File: config.mk
export PLATFORM = sky130hd
export DESIGN_NAME = corelet_ctrl
export DESIGN_NICKNAME = d
export VERILOG_FILES = /design/src/rtl/corelet_ctrl.sv
export SDC_FILE = /design/constraint.sdc
export NUM_CORES = 1
export LEC_CHECK = 0
export CORE_MARGIN = 8
export CORE_UTILIZATION = 50
export DETAILED_ROUTE_END_ITERATION = 12
export DONT_BUFFER_PORTS = 1
export GPL_TIMING_DRIVEN = 0
export MAX_ROUTING_LAYER = met4
export PLACE_DENSITY_LB_ADDON = 0.15
export SLEW_MARGIN = 15
export SYNTH_ARGS = -nofsm -noshare
export SYNTH_HDL_FRONTEND = slang
export SYNTH_SLANG_ARGS = --single-unit
export TNS_END_PERCENT = 20
File: constraint.sdc
create_clock -name clk -period 8.45 [get_ports clk]
set_input_delay 0.4225 -clock clk [delete_from_list [all_inputs] [get_ports clk]]
set_output_delay 0.4225 -clock clk [all_outputs]
set_load 0.02 [all_outputs]
File: src/rtl/corelet_ctrl.sv
// Tile sequencer for one corelet: kernel fill/load, settle, activation fill/execute,
// then OFIFO drain with one SFU accumulate strobe per popped psum vector.
module corelet_ctrl #(
    parameter int row      = 8,
    parameter int col      = 8,
    parameter int KER_LEN  = 8,
    parameter int PIPE_DLY = 16,
    parameter int ADDR_W   = 11,
    parameter int LEN_W    = 8,
    parameter int TMO      = 255
) (
    input  logic              clk,
    input  logic              reset,
    input  logic              start,
    input  logic [LEN_W-1:0]  act_len,
    input  logic [ADDR_W-1:0] k_base,
    input  logic [ADDR_W-1:0] a_base,
    output logic              sram_en,
    output logic [ADDR_W-1:0] sram_addr,
    output logic              l0_wr,
    output logic              l0_rd,
    output logic [1:0]        inst,
    input  logic              ofifo_valid,
    output logic              ofifo_rd,
    output logic              accum,
    output logic              busy,
    output logic              done,
    output logic              err
);
    localparam int CNT_W  = 16;
    localparam int TMO_W  = $clog2(TMO + 1);
    // Settle must cover the full diagonal skew of the array even if PIPE_DLY is set too low.
    localparam int SETTLE = (PIPE_DLY > row + col) ? PIPE_DLY : row + col;

    localparam logic [2:0] IDLE   = 3'd0;
    localparam logic [2:0] K_FILL = 3'd1;
    localparam logic [2:0] K_LOAD = 3'd2;
    localparam logic [2:0] K_WAIT = 3'd3;
    localparam logic [2:0] A_FILL = 3'd4;
    localparam logic [2:0] EXEC   = 3'd5;
    localparam logic [2:0] DRAIN  = 3'd6;
    localparam logic [2:0] DONE   = 3'd7;

    logic [2:0]        state_q, state_d;
    logic [CNT_W-1:0]  cnt_q, cnt_d;
    logic [LEN_W-1:0]  pops_q, pops_d;
    logic [TMO_W-1:0]  tmo_q, tmo_d;
    logic [LEN_W-1:0]  act_len_q, act_len_d;
    logic [ADDR_W-1:0] k_base_q, k_base_d;
    logic [ADDR_W-1:0] a_base_q, a_base_d;
    logic              err_q, err_d;
    logic              l0_wr_q, l0_wr_d;
    logic              accum_q, accum_d;
    logic [CNT_W-1:0]  act_len_c;

    assign act_len_c = CNT_W'(act_len_q);

    always_comb begin
        state_d   = state_q;
        cnt_d     = cnt_q;
        pops_d    = pops_q;
        tmo_d     = tmo_q;
        act_len_d = act_len_q;
        k_base_d  = k_base_q;
        a_base_d  = a_base_q;
        err_d     = err_q;
        sram_en   = 1'b0;
        sram_addr = '0;
        l0_rd     = 1'b0;
        inst      = 2'b00;
        ofifo_rd  = 1'b0;
        case (state_q)
            IDLE: begin
                if (start) begin
                    act_len_d = act_len;
                    k_base_d  = k_base;
                    a_base_d  = a_base;
                    err_d     = 1'b0;
                    cnt_d     = '0;
                    pops_d    = '0;
                    tmo_d     = '0;
                    // A zero-length tile passes through DRAIN, which exits at once with no pop.
                    state_d   = (act_len == '0) ? DRAIN : K_FILL;
                end
            end
            K_FILL: begin
                if (cnt_q < CNT_W'(KER_LEN)) begin
                    sram_en   = 1'b1;
                    sram_addr = k_base_q + cnt_q[ADDR_W-1:0];
                end
                if (cnt_q == CNT_W'(KER_LEN)) begin
                    cnt_d   = '0;
                    state_d = K_LOAD;
                end else begin
                    cnt_d = cnt_q + 1'b1;
                end
            end
            K_LOAD: begin
                l0_rd = 1'b1;
                inst  = 2'b01;
                if (cnt_q == CNT_W'(KER_LEN - 1)) begin
                    cnt_d   = '0;
                    state_d = K_WAIT;
                end else begin
                    cnt_d = cnt_q + 1'b1;
                end
            end
            K_WAIT: begin
                if (cnt_q == CNT_W'(SETTLE - 1)) begin
                    cnt_d   = '0;
                    state_d = A_FILL;
                end else begin
                    cnt_d = cnt_q + 1'b1;
                end
            end
            A_FILL: begin
                if (cnt_q < act_len_c) begin
                    sram_en   = 1'b1;
                    sram_addr = a_base_q + cnt_q[ADDR_W-1:0];
                end
                if (cnt_q == act_len_c) begin
                    cnt_d   = '0;
                    state_d = EXEC;
                end else begin
                    cnt_d = cnt_q + 1'b1;
                end
            end
            EXEC: begin
                l0_rd = 1'b1;
                inst  = 2'b10;
                if (cnt_q + 1'b1 == act_len_c) begin
                    cnt_d   = '0;
                    pops_d  = '0;
                    tmo_d   = '0;
                    state_d = DRAIN;
                end else begin
                    cnt_d = cnt_q + 1'b1;
                end
            end
            DRAIN: begin
                ofifo_rd = ofifo_valid && (pops_q < act_len_q);
                if (ofifo_rd) begin
                    pops_d = pops_q + 1'b1;
                    tmo_d  = '0;
                end else begin
                    tmo_d = tmo_q + 1'b1;
                end
                if (pops_d == act_len_q) begin
                    state_d = DONE;
                end else if (!ofifo_rd && tmo_q == TMO_W'(TMO - 1)) begin
                    err_d   = 1'b1;
                    state_d = IDLE;
                end
            end
            DONE: state_d = IDLE;
            default: state_d = IDLE;
        endcase
        l0_wr_d = sram_en;
        accum_d = ofifo_rd;
    end

    always_ff @(posedge clk or negedge reset) begin
        if (!reset) begin
            state_q   <= IDLE;
            cnt_q     <= '0;
            pops_q    <= '0;
            tmo_q     <= '0;
            act_len_q <= '0;
            k_base_q  <= '0;
            a_base_q  <= '0;
            err_q     <= 1'b0;
            l0_wr_q   <= 1'b0;
            accum_q   <= 1'b0;
        end else begin
            state_q   <= state_d;
            cnt_q     <= cnt_d;
            pops_q    <= pops_d;
            tmo_q     <= tmo_d;
            act_len_q <= act_len_d;
            k_base_q  <= k_base_d;
            a_base_q  <= a_base_d;
            err_q     <= err_d;
            l0_wr_q   <= l0_wr_d;
            accum_q   <= accum_d;
        end
    end

    assign l0_wr = l0_wr_q;
    assign accum = accum_q;
    assign busy  = (state_q != IDLE);
    assign done  = (state_q == DONE);
    assign err   = err_q;
endmodule

==> results of run 1 <==
==> layer usage <==
metal	GRT usage, %	share of wire [%]	vias up
met2	32.05	45	141
met3	3.930	6.4	14
met1	27.69	47	2132
li1	-	-	2085
met5	-	0	-
met4	6.309	1.4	0
==> synthesized netlist by cell type, drive strengths merged (11+ instances only) <==
cell type / count / area (sq um)
xor2: 20 / 175.2
buf: 15 / 91.34
mux2: 23 / 259.0
o21ai: 50 / 250.2
o22ai: 11 / 68.82
nor2b: 14 / 87.58
dfrtp: 68 / 1702
clkbuf: 14 / 52.55
inv: 24 / 90.09
xnor2: 24 / 210.2
nand3: 12 / 60.06
nand4: 14 / 93.84
nor2: 29 / 108.9
a31oi: 22 / 137.6
a21oi: 31 / 155.2
nand2: 42 / 157.7
nor4: 13 / 117.6
ha: 40 / 500.5
==> cell type report <==
type / count / area (sq um)
fillers: 957 / 4308
clock buffers: 12 / 145.1
multi-input cells: 438 / 3109
clock inverters: 4 / 72.57
plain buffers: 29 / 143.9
well taps: 133 / 166.4
repair buffers: 2 / 37.54
flip-flops and latches: 68 / 1702
inverters: 24 / 90.09
==> cells by family after synthesis <==
group | share of synthesized area (%)
AO/OA/AOI/OAI | 19.84
XOR/XNOR | 7.639
adder cells (fa/ha/maj) | 10.71
buffers and inverters | 4.638
flip-flops | 33.73
multiplexers | 5.134
AND/OR/NAND/NOR | 18.30
==> sequential cells by signal, summed over array words and instances (netlist names) <==
name,cells
tmo_q,8
k_base_q,11
accum,1
act_len_q,8
l0_wr,1
state_q,3
err,1
cnt_q,16
pops_q,8
a_base_q,11
==> worst max-delay path: stages (launching register included) <==
cell and delay, ns:
dfrtp_1 0.48, ha_1 0.28, fa_1 0.42, a21o_1 0.18, a21oi_1 0.23, nor2b_1 0.07
o21ai_0 0.25, a21oi_1 0.16, a31oi_1 0.23, xnor2_1 0.10, o22ai_1 0.41
==> power by group through the flow <==
stage	clock, uW	combinational [uW]	sequential, uW
floorplan	0	1.57	332
global placement	0	2.03	332
detailed placement	0	2.01	332
CTS	308	10.6	325
global route	321	11.9	325
finish	299	10.2	325
==> worst max path at each step <==
| stage | slack (ns) | endpoint | start | cells after the start |
|---|---|---|---|---|
| floorplan | 5.53 | state_q[1]$_DFFE_PN0P_ | cnt_q[1]$_DFFE_PN0P_ | 10 |
| global placement | 5.15 | cnt_q[10]$_DFFE_PN0P_ | cnt_q[1]$_DFFE_PN0P_ | 12 |
| detailed placement | 5.12 | cnt_q[10]$_DFFE_PN0P_ | cnt_q[1]$_DFFE_PN0P_ | 12 |
| CTS | 4.83 | sram_addr[10] | cnt_q[0]$_DFFE_PN0P_ | 10 |
| global route | 4.62 | sram_addr[10] | cnt_q[0]$_DFFE_PN0P_ | 10 |
| finish | 4.87 | sram_addr[10] | cnt_q[0]$_DFFE_PN0P_ | 10 |
==> cell usage in the layout (no fill, tap or decap), types with 3 or more instances in the layout <==
cell type  instances
dfrtp_1           68
o21ai_0           48
nand2_1           42
ha_1              40
a21oi_1           31
nor2_1            29
inv_1             24
xnor2_1           24
mux2_2            23
a31oi_1           22
xor2_1            20
clkbuf_1          16
nor2b_1           14
nand4_1           13
nand3_1           12
o22ai_1           11
buf_2             10
and3_1            10
nor4_1            10
clkbuf_8          10
nor3_1             9
o31ai_1            7
nand2b_1           6
a21o_1             6
or2_2              5
and4_1             5
a41oi_1            5
buf_6              3
o21a_1             3
and2_1             3
a22oi_1            3
a211o_1            3
==> what timing repair did <==
| action | CTS | global route |
|---|---|---|
| gates resized for setup | 0 | 0 |
| hold buffers | 2 | 0 |
| endpoints found under the hold margin | 68 | 0 |
==> through the flow <==
| step | total power [uW] | cells | hold WS [ns] |
|---|---|---|---|
| after floorplan | 333.2 | 559 | 0.1269 |
| after global placement | 333.7 | 692 | 0.1291 |
| after detailed placement | 333.6 | 692 | 0.1291 |
| after CTS | 644.1 | 710 | 0.1797 |
| after global routing | 658.2 | 710 | 0.1841 |
| final | 634.4 | 710 | 0.1926 |
==> results.toml, run 1 <==
[run_status]
status = "finished clean"

[pwr]
seqPwrFrac_pct = 51.3
p_clk_share_pct = 47.1
power_switching_uw = 132.7
powerDensity_mw_per_mm2 = 116.1
leakage_uw = 0.002549
p_comb_share_pct = 1.6
switching_share_pct = 20.91
ir_worst_vdd_mv = 0.06829
p_int_uw = 501.8

[clocking]
clock_latency_ns = 0.35
cts_buffers = 9
clock_sinks = 68
cts_tree = "built"
cts_max_level = 3
path_clk_slew_ns = 0.07
clockBufferDepth = 2
postCtsSetupRepairBufs = 0
root_buffer = "clkbuf_8"

[die]
chipWidth_um = 116.4
rows = 36
fp.coreArea_sq_mm = 0.009774
start_util_pct = 51.61
die_area_sq_mm = 0.01356
io_pins = 55
dieHeight_um = 116.4

[min_path]
whs_endpoint = "act_len_q[2]$_DFFE_PN0P_"
hold_depth = 2
min-delay-start = "act_len[2]"
hp-class = "in -> reg"

[timing]
slew_headroom_pct = 54.63
finalWorstSetupSlack_ns = 4.870
max_freq_mhz = 279.3
setup-tns-final_ns = 0
finalHoldViolCount = 0
rsz0062_at_grt = "false"
slew_viol_final = 0
finalCriticalPeriod_ns = 3.580
final.period_utilization_pct = 42.37
finClkSkew_ns = 0.009471
setup_viol = 0
worstMarginPinSlew_ns = 0.6805

[place]
pre_cts_slack_ns = 5.118
portBuffers = 0
placedInstanceArea_sq_mm = 0.005211
dp_hpwl_um = 9992
gp_congestion = 0.9151

[global_route]
antenna_found_initial = 0
groute.usage.overall_pct = 21.00
grt_max_degree = 69
overflow = 0
grt_pass1_vias = 4302
grt_pass1_wl_um = 21770

[run]
maxCapViolCount = 0

[logic_synthesis]
ys_types = 58
ys_ff_latch = 68
avgSynthCellArea_sq_um = 9.025
syn_area_sq_mm = 0.005045
synth_cells = 559
ys_dominant_reg_cell = "dfrtp_1"
synth_edf_count = 0
yosysSeqAreaShare_pct = 33.73
syn_nets = 635
yosysWarnings = 0
ys_async_sr_fraction_pct = 100.0

[detailed_routing]
antenna_left = 0
drc_errors = 0
via_per_inst = 6.158
dr.first_iter.drc_count = 307
wl_um = 13040
vias = 4372
first_pass_iters = 5
wl_per_cell_um = 18.37

[setup_path]
required_ns = 8.03
r2r_start = "cnt_q[1]$_DFFE_PN0P_"
r2r_cells = 12
end_kind = "output pin"
crit_path_start_kind = "flop"
reg2reg_slack_ns = 5.12
crit_path_max_fanout = 8
crit_type = "reg -> out"
worstReg2RegEnd = "cnt_q[10]$_DFFE_PN0P_"
critPathArrivalTime_ns = 3.16

[cells_and_area]
fin_area_sq_mm = 0.005466
diodes = 0
final_nets = 648
drive_above_1_share_pct = 11.09
final_util_pct = 55.93
syn_to_final_growth_pct = 8.358
Note: power is estimated with default switching activity, not from simulation.
==> run 2, diff against run 1 <==
clock period = 3.37 ns   (was 8.45 ns; I/O delays follow)
==> results.toml, run 2 (synthesis gave the netlist of run 1 again) <==
[detailed_routing]
dr.first_iter.drc_count = 276
wl_per_cell_um = 18.13
antenna_left = 0
drc_errors = 0
via_per_inst = 6.063
vias = 4505
wl_um = 13470
first_pass_iters = 5

[clocking]
clockBufferDepth = 2
clock_latency_ns = 0.35
root_buffer = "clkbuf_8"
cts_tree = "built"
cts_max_level = 3
cts_buffers = 9
path_clk_slew_ns = 0.07
clock_sinks = 68

[setup_path]
required_ns = 3.56
r2r_start = "cnt_q[0]$_DFFE_PN0P_"
critPathLaunch = "cnt_q[0]$_DFFE_PN0P_"
critPathArrivalTime_ns = 3.42
end_kind = "flop"
crit_type = "reg -> reg"
crit_path_max_fanout = 10
crit_path_start_kind = "flop"

[cells_and_area]
largest-register = "cnt_q"
diodes = 0
layout_commonest_cell = "dfrtp_1"
final_nets = 681
filler_cell_count = 919
syn_to_final_growth_pct = 15.45
mostFrequentLayoutCells = "dfrtp_1, o21ai_0, nand2_1, ha_1"
instances_no_fill = 743
largest_reg_flops = 16
drive_above_1_share_pct = 12.46
reg.largest.list = "cnt_q (16), a_base_q (11), k_base_q (11)"

[die]
die_area_sq_mm = 0.01356
rows = 36
io_pins = 55
fp.coreArea_sq_mm = 0.009774
dieHeight_um = 116.4
chipWidth_um = 116.4
start_util_pct = 51.61

[global_route]
grt_pass1_vias = 4468
grt_pass1_wl_um = 22450
overflow = 0
groute.usage.overall_pct = 21.62
antenna_found_initial = 0
grt_max_degree = 69

[timing]
max_freq_mhz = 309.5
setup_viol = 0
finClkSkew_ns = 0.01163
setup-tns-final_ns = 0
final.period_utilization_pct = 95.87
finalCriticalPeriod_ns = 3.231
slew_viol_final = 0
rsz0062_at_grt = "false"
worstMarginPinSlew_ns = 0.6883
slew_headroom_pct = 54.11
finalHoldViolCount = 0

[min_path]
min-delay-start = "start"
hp-class = "in -> reg"

[pwr]
powerDensity_mw_per_mm2 = 279.0
leakage_uw = 0.002691
total_power_uw = 1625
ir_worst_vdd_mv = 0.1733

[run]
maxCapViolCount = 0

[place]
gp_congestion = 0.9151
dp_hpwl_um = 9992
dp.cells = 692
portBuffers = 0

[run_status]
status = "finished clean"
## run 2: timing repair
action / 4_1_cts / 5_1_grt
setup buffers: 0 / 3
hold buffers: 32 / 0
hold endpoints to repair: 98 / 0
gates resized for setup: 0 / 10
setup endpoints to repair: 0 / 31
## run 2: layout make-up
| cell class | instances | area, sq um | share of cell area, % |
|---|---|---|---|
| tap | 133 | 166.4 | 2.857 |
| timing repair buffer | 35 | 360.3 | 6.187 |
| clock inverter | 4 | 72.57 | 1.246 |
| clock buffer | 12 | 145.1 | 2.492 |
| buffer | 29 | 145.1 | 2.492 |
| inverter | 24 | 90.09 | 1.547 |
| sequential | 68 | 1704 | 29.26 |
| multi-input combinational | 438 | 3141 | 53.92 |
## run 2: worst max-delay path, cell delays in order, from the launching register on
cell	delay, ns
dfrtp_2	0.47
ha_1	0.26
buf_2	0.19
o21ba_2	0.21
a221oi_2	0.27
o32a_1	0.17
nand4_1	0.13
or3_4	0.41
a221o_1	0.40
buf_6	0.17
buf_2	0.19
nand2_1	0.09
a31oi_1	0.09
## run 2: report_power, final
part           switching [uW]  internal, uW  leakage [uW]  total, uW
Sequential                  0           815      0.000890        815
Clock                     318           436      0.000107        754
Combinational            25.9          29.6       0.00169       55.5
## run 2: worst paths after layout
| kind | endpoint | slack, ns | cells past startpoint |
|---|---|---|---|
| min in group asynchronous | tmo_q[6]$_DFFE_PN0P_ | 0.33 | 2 |
| max in group asynchronous | cnt_q[1]$_DFFE_PN0P_ | 2.68 | 2 |
| worst min-delay path | state_q[1]$_DFFE_PN0P_ | 0.27 | 3 |
| worst max register to register | cnt_q[10]$_DFFE_PN0P_ | 0.14 | 12 |
| worst max-delay path | cnt_q[10]$_DFFE_PN0P_ | 0.14 | 12 |
| worst min register to register | tmo_q[7]$_DFFE_PN0P_ | 0.50 | 1 |
## run 2: per-stage QoR
stage | util, % | instance area (sq um) | setup WS [ns] | hold WS [ns]
after floorplan | - | 5045 | 0.4496 | -0.1271
after global placement | 53.32 | 5211 | 0.06972 | -0.1249
after detailed placement | 53.32 | 5211 | 0.03766 | -0.1249
after CTS | 59.00 | 5767 | 0.007082 | 0.2354
after global routing | 59.59 | 5824 | 0.001181 | 0.2804
final | 59.59 | 5824 | 0.1391 | 0.2682
## run 2: routing by layer
| metal | GRT usage, % | share of wire [%] | up-vias |
|---|---|---|---|
| li1 | - | - | 2153 |
| met1 | 27.81 | 46 | 2209 |
| met2 | 33.74 | 47 | 133 |
| met3 | 4.447 | 6.6 | 10 |
| met4 | 6.050 | 1.1 | 0 |
| met5 | - | 0 | - |
